--- src/rtl/pc_unit.sv ---
// ---------------------------------------------------------------------------
// pc_unit -- program counter for the mini-cpu fetch stage.
//
// Holds the current fetch address and selects the next one from a sequential
// step, a pc-relative branch, a JALR target, a trap vector or the saved
// exception pc (mret). Every computed redirect target is alignment-checked;
// a misaligned target parks the unit in FAULT (pc held, pc_valid low) until a
// trap with an aligned vector brings it back to RUN.
//
// Optional feature macro: PC_COMPRESSED_EN
//   defined   : insn_len16 port exists, sequential step is 2 or 4 bytes,
//               targets need only 2-byte alignment.
//   undefined : no insn_len16 port, step is always 4, 4-byte alignment.
//
// Parameters
//   XLEN          datapath / pc width in bits
//   RESET_VECTOR  pc value loaded on reset
//
// Ports
//   clk          in   rising-edge clock
//   rstn         in   asynchronous active-low reset
//   stall        in   hold pc this cycle (lower priority than trap/mret)
//   pc_src       in   00 pc+step, 01 pc+imm, 10 (rs1+imm)&~1, 11 = 00
//   imm          in   sign-extended immediate
//   rs1          in   jalr base register value
//   trap         in   redirect to trap_vector, save current pc to epc
//   trap_vector  in   trap handler address
//   mret         in   redirect to epc
//   insn_len16   in   current insn is 16 bits (PC_COMPRESSED_EN only)
//   pc           out  current fetch address
//   pc_valid     out  pc is a live fetch address
//   epc          out  saved exception pc
//   misaligned   out  sticky flag: last computed target was misaligned
//   state_dbg    out  FSM state (0 BOOT, 1 RUN, 2 FAULT) for observation
//
// Handshake: there is no valid/ready pair here. pc_valid is a pure
// qualifier: when high, pc is a fetch address the downstream stage may use
// this cycle; when low, pc must be ignored. Inputs are sampled every rising
// edge with no back-pressure.
// ---------------------------------------------------------------------------
module pc_unit #(
    parameter int              XLEN         = 64,
    parameter logic [XLEN-1:0] RESET_VECTOR = '0
) (
    input  logic            clk,
    input  logic            rstn,
    input  logic            stall,
    input  logic [1:0]      pc_src,
    input  logic [XLEN-1:0] imm,
    input  logic [XLEN-1:0] rs1,
    input  logic            trap,
    input  logic [XLEN-1:0] trap_vector,
    input  logic            mret,
`ifdef PC_COMPRESSED_EN
    input  logic            insn_len16,
`endif
    output logic [XLEN-1:0] pc,
    output logic            pc_valid,
    output logic [XLEN-1:0] epc,
    output logic            misaligned,
    output logic [1:0]      state_dbg
);

    typedef enum logic [1:0] {
        ST_BOOT  = 2'd0,
        ST_RUN   = 2'd1,
        ST_FAULT = 2'd2
    } state_t;

    localparam logic [1:0] SRC_SEQ    = 2'b00;
    localparam logic [1:0] SRC_BRANCH = 2'b01;
    localparam logic [1:0] SRC_JALR   = 2'b10;

    // Mask used to clear bit 0 of the jalr sum without leaving an unused bit.
    localparam logic [XLEN-1:0] JALR_MASK = ~{{(XLEN-1){1'b0}}, 1'b1};

    // -----------------------------------------------------------------------
    // State registers
    // -----------------------------------------------------------------------
    state_t          state_q, state_d;
    logic [XLEN-1:0] pc_q, pc_d;
    logic [XLEN-1:0] epc_q, epc_d;
    logic            valid_q, valid_d;
    logic            mis_q, mis_d;

    // -----------------------------------------------------------------------
    // Target datapath
    // -----------------------------------------------------------------------
    logic [XLEN-1:0] step;
    logic [XLEN-1:0] seq_target;
    logic [XLEN-1:0] br_target;
    logic [XLEN-1:0] jalr_sum;
    logic [XLEN-1:0] jalr_target;

`ifdef PC_COMPRESSED_EN
    assign step = insn_len16 ? XLEN'(2) : XLEN'(4);
`else
    assign step = XLEN'(4);
`endif

    // All adders wrap modulo 2^XLEN; carries out are intentionally dropped.
    assign seq_target  = pc_q + step;
    assign br_target   = pc_q + imm;
    assign jalr_sum    = rs1 + imm;
    assign jalr_target = jalr_sum & JALR_MASK;

    function automatic logic is_misaligned(input logic [XLEN-1:0] t);
`ifdef PC_COMPRESSED_EN
        return t[0];
`else
        return (t[1:0] != 2'b00);
`endif
    endfunction

    // RUN-state redirect selection: which target (if any) replaces pc.
    // Sequential steps are never misaligned because pc itself is aligned.
    logic            run_take;
    logic            run_check;
    logic            run_save_epc;
    logic [XLEN-1:0] run_target;

    always_comb begin
        run_take     = 1'b0;
        run_check    = 1'b0;
        run_save_epc = 1'b0;
        run_target   = pc_q;
        if (trap) begin
            run_take     = 1'b1;
            run_check    = 1'b1;
            run_save_epc = 1'b1;
            run_target   = trap_vector;
        end else if (mret) begin
            run_take   = 1'b1;
            run_check  = 1'b1;
            run_target = epc_q;
        end else if (!stall) begin
            run_take = 1'b1;
            unique case (pc_src)
                SRC_BRANCH: begin
                    run_check  = 1'b1;
                    run_target = br_target;
                end
                SRC_JALR: begin
                    run_check  = 1'b1;
                    run_target = jalr_target;
                end
                default: begin
                    // 00 and reserved 11 both step sequentially.
                    run_target = seq_target;
                end
            endcase
        end
    end

    logic run_fault;
    logic trap_vec_bad;

    assign run_fault    = run_take && run_check && is_misaligned(run_target);
    assign trap_vec_bad = is_misaligned(trap_vector);

    // -----------------------------------------------------------------------
    // Next-state logic
    // -----------------------------------------------------------------------
    always_comb begin
        state_d = state_q;
        pc_d    = pc_q;
        epc_d   = epc_q;
        valid_d = valid_q;
        mis_d   = mis_q;
        unique case (state_q)
            ST_BOOT: begin
                // One settling cycle after reset; every input is ignored.
                state_d = ST_RUN;
                valid_d = 1'b1;
            end
            ST_RUN: begin
                if (run_fault) begin
                    // pc and epc stay put so the faulting context is visible.
                    state_d = ST_FAULT;
                    valid_d = 1'b0;
                    mis_d   = 1'b1;
                end else if (run_take) begin
                    pc_d = run_target;
                    if (run_save_epc) begin
                        epc_d = pc_q;
                    end
                end
            end
            ST_FAULT: begin
                // Only an aligned trap recovers; mret, stall and pc_src are dead.
                if (trap && !trap_vec_bad) begin
                    state_d = ST_RUN;
                    pc_d    = trap_vector;
                    epc_d   = pc_q;
                    valid_d = 1'b1;
                    mis_d   = 1'b0;
                end
            end
            default: begin
                state_d = ST_BOOT;
                valid_d = 1'b0;
            end
        endcase
    end

    // -----------------------------------------------------------------------
    // Registers: asynchronous reset dominates any in-flight redirect.
    // -----------------------------------------------------------------------
    always_ff @(posedge clk or negedge rstn) begin
        if (!rstn) begin
            state_q <= ST_BOOT;
            pc_q    <= RESET_VECTOR;
            epc_q   <= '0;
            valid_q <= 1'b0;
            mis_q   <= 1'b0;
        end else begin
            state_q <= state_d;
            pc_q    <= pc_d;
            epc_q   <= epc_d;
            valid_q <= valid_d;
            mis_q   <= mis_d;
        end
    end

    assign pc         = pc_q;
    assign pc_valid   = valid_q;
    assign epc        = epc_q;
    assign misaligned = mis_q;
    assign state_dbg  = state_q;

endmodule

--- config.mk ---
export PLATFORM = sky130hd
export DESIGN_NAME = pc_unit
export DESIGN_NICKNAME = d
export VERILOG_FILES = /design/src/rtl/pc_unit.sv
export SDC_FILE = /design/constraint.sdc
export NUM_CORES = 1
export LEC_CHECK = 0
export ABC_AREA = 1
export ABC_CLOCK_PERIOD_IN_PS = 3100
export CORE_UTILIZATION = 46
export CTS_CLUSTER_DIAMETER = 40
export CTS_CLUSTER_SIZE = 10
export DETAILED_ROUTE_END_ITERATION = 12
export GPL_TIMING_DRIVEN = 0
export PLACE_DENSITY = 0.74
export SLEW_MARGIN = 10
export SYNTH_ARGS = -nofsm -noshare
export SYNTH_HDL_FRONTEND = slang
export SYNTH_SLANG_ARGS = --single-unit
--- constraint.sdc ---
create_clock -name clk -period 3.1 [get_ports clk]
set_clock_uncertainty 0.15 [all_clocks]
set_input_delay 0.62 -clock clk [delete_from_list [all_inputs] [get_ports clk]]
set_output_delay 0.62 -clock clk [all_outputs]
set_load 0.05 [all_outputs]
==> results by group <==
Status
  • Outcome: completed

Place
  • Routability cong.: 1.01
  • IO Port Bufs: 330
  • DP HPWL: roughly 85000 um

Clocking
  • H-Tree Depth: 4
  • CTS sink count: 131
  • Num CTS Buffers: 17
  • CTS tree: done
  • CTS Buffer Depth: 2
  • Clock transition at path regs: 0.06 ns
  • Clk_lat worst skew: 0.44 ns
  • Root Buffer: clkbuf_16

Synthesis
  • Ys async rst share: 100%
  • Warnings from Yosys: 0
  • Syn Nets: roughly 4.4k
  • Synth cell types: 41
  • Mapped Area: 21200 um^2
  • Post-synth top area share: slightly below 30%
  • Commonest cells post-synth: nand2_1 (1639), inv_1 (768), nor2_1 (399)
  • Post-Synthesis Cells: 4087
  • Ys flop type: dfrtp_1
  • Dominant cells by area after synthesis: nand2_1 (29%), dfrtp_1 (15%), inv_1 (14%), ha_1 (7.7%), nand3_1 (7.6%)
  • Synth area leader: nand2_1
  • Post-Syn Area per Cell: a little over 5 um^2
  • Seq cells post-synth: about 130
  • Post-synthesis sequential area ratio: 15.4%
  • Most numerous cell in the Yosys netlist: nand2_1
  • Number of enable flip-flop cells after synthesis: 0

Setup path
  • Critical path class: input port to flip-flop
  • FF-to-FF setup slack: ~0.03 ns
  • Req. time, crit path: roughly 3.3 ns
  • Startpoint Class: input port
  • Crit-path max FO: 5
  • WP data arrival: 3.27 ns
  • CP endpoint kind: flip-flop

Run
  • Max-Cap Viols: 0

Timing
  • Setup tns final: 0 ns
  • Count of final setup violators: 0
  • Max-slew headroom: 34.3%
  • Fin. max-slew vios: 0
  • Final min period: 3.10 ns
  • Tcrit/Tclk final: 99.9%
  • Peak Freq: 323 MHz
  • RSZ-0062 raised after global routing: true
  • Worst-Margin Slew: 0.985 ns
  • Final-report hold violation count: 0
  • Worst Hold Slack: 0.377 ns

Die
  • Row cnt: 78
  • Initial Util: 46.7%
  • Die footprint: 47000 um^2
  • CORE AREA: 45500 um^2
  • Die height: 217 um
  • Chip Width: 217 um
  • Ports: 331

Worst hold path
  • Hold WC Path Type: flip-flop to flip-flop

Drt
  • Vias after detailed routing: between 20k and 30k
  • Initial DRC Count: 3099
  • Drt first pass iters: 6
  • DRC Markers: 0
  • Routed Antenna Nets: 0
  • Final wirelength: 103000 um
  • Via-to-Cell Ratio: 5.49
  • Drt wl/cell: about 20 um

Global routing
  • First-pass GRT wire length: ~150000 um
  • Largest net degree at the start of global routing: 88
  • Number of global-route vias before repair: 25.0k
  • Met3 usage: 5.51%
  • Total grt overflow: 0
  • Total GRT Usage: 42.0%
  • Met2 Use GR: 67.1%
  • Initial antenna violation count: 0
  • GRT Max-Usage Layer: met2
  • Grt met1 use: 56.0%

Power and ir drop
  • Power Total: 0.0244 W
  • Leakage power: 14.9 nW
  • Maximum vdd drop: 1390 uV
  • Pwr dens: 878 nW/um^2

Final layout
  • # diodes: 0
  • Area added between synthesis and finish: 31.1%
  • Layout cells sized above 1: under 10%
  • Fillers: 4682
  • Reg area: 3280 um^2
  • Fin nets: 4780
  • Multi-input gate area: roughly 16000 um^2
  • Final Util: 61.2%
[worst paths after layout]
path,cells after the start,startpoint,to
max,16,rs1[18],pc[21]
min,2,epc[8],epc[8]
max reg2reg,12,pc[4],pc[63]
min reg2reg,2,epc[8],epc[8]
max in group asynchronous,3,rstn,pc[48]
min in group asynchronous,2,rstn,state_dbg[1]
[placed cells by master, fill, tap and decap left out, types with 13 or more instances in the layout]
master           count
o21ai_0             56
or2_2               24
dlymetal6s2s_1      42
nand3b_1            32
nand2_2             47
ha_1                27
o21ai_2             24
nor2_2              24
buf_4               15
o21ai_1             71
nor3_2              13
a21oi_1            175
ha_4                96
nand2_1           1611
clkbuf_1            31
nand4_1             34
nor2_1             375
clkdlybuf4s50_1    277
dfrtp_1            129
o211ai_1            13
inv_2               13
clkbuf_16           17
nand3_1            300
nand3_2             24
nor3_1              45
xor2_1              48
inv_1              764
[repair_timing]
item | in CTS | in global routing
pin swaps | 8 | 14
buffers inserted | 3 | 5
endpoints found under the hold margin | 44 | 0
gates cloned | 2 | 0
endpoints found under the setup margin | 128 | 126
resized for setup | 109 | 212
hold buffers | 1 | 0
[report_power, final]
part / internal [W] / switching (W) / leakage (nW)
Combinational: 0.00612 / 0.0117 / 13.0
Clock: 0.00139 / 0.000822 / 0.301
Sequential: 0.00253 / 0.00183 / 1.64
[kinds of logic after synthesis]
family,Yosys count,share of synthesized area [%]
xor+xnor,51,2.10
buf+inv,858,15.8
fa+ha+maj,133,7.91
simple gates,2550,49.3
flops,131,15.4
compound gates,364,9.42
[cell type report]
type	count	share of cell area [%]
multi-input cells	3098	58.1
repair buffers	342	12.8
flip-flops and latches	131	11.8
inverters	779	10.5
well taps	600	2.70
plain buffers	79	1.78
clock buffers	21	1.65
clock inverters	11	0.625
[through the flow]
step           instances  setup slack [ns]  instance area [um^2]
3_3_place_gp        5017             -4.14                 25300
6_report            5061           0.00294                 27800
2_1_floorplan       4087             0.386                 21200
5_1_grt             5061           -0.0390                 27800
4_1_cts             5056           -0.0214                 26600
3_5_place_dp        5018             -1.40                 25300
[critical path, cell delays in order]
cell and delay, ns:
clkdlybuf4s50_1 0.45, ha_4 0.33, nand2_1 0.11, nor2_1 0.24, nand2_1 0.14, inv_1 0.09, nand3_1 0.08, nand3b_1 0.11
buf_4 0.16, a21oi_1 0.06, o21ai_1 0.24, nand3_1 0.21, nand2_1 0.19, nand3_1 0.10, nand2_1 0.09, o21ai_1 0.06
[registers in the layout (all words and copies together), names as in the netlist]
register	cells
epc	64
misaligned	1
pc	64
pc_valid	1
state_dbg	1
[routing by layer]
| layer | vias up | routed length (um) |
|---|---|---|
| met1 | 12700 | 41900 |
| met3 | 258 | 10400 |
| met5 | - | 0 |
| li1 | 13300 | - |
| met4 | 0 | 5610 |
| met2 | 1532 | 45400 |
(Power assumes the default switching activity.)
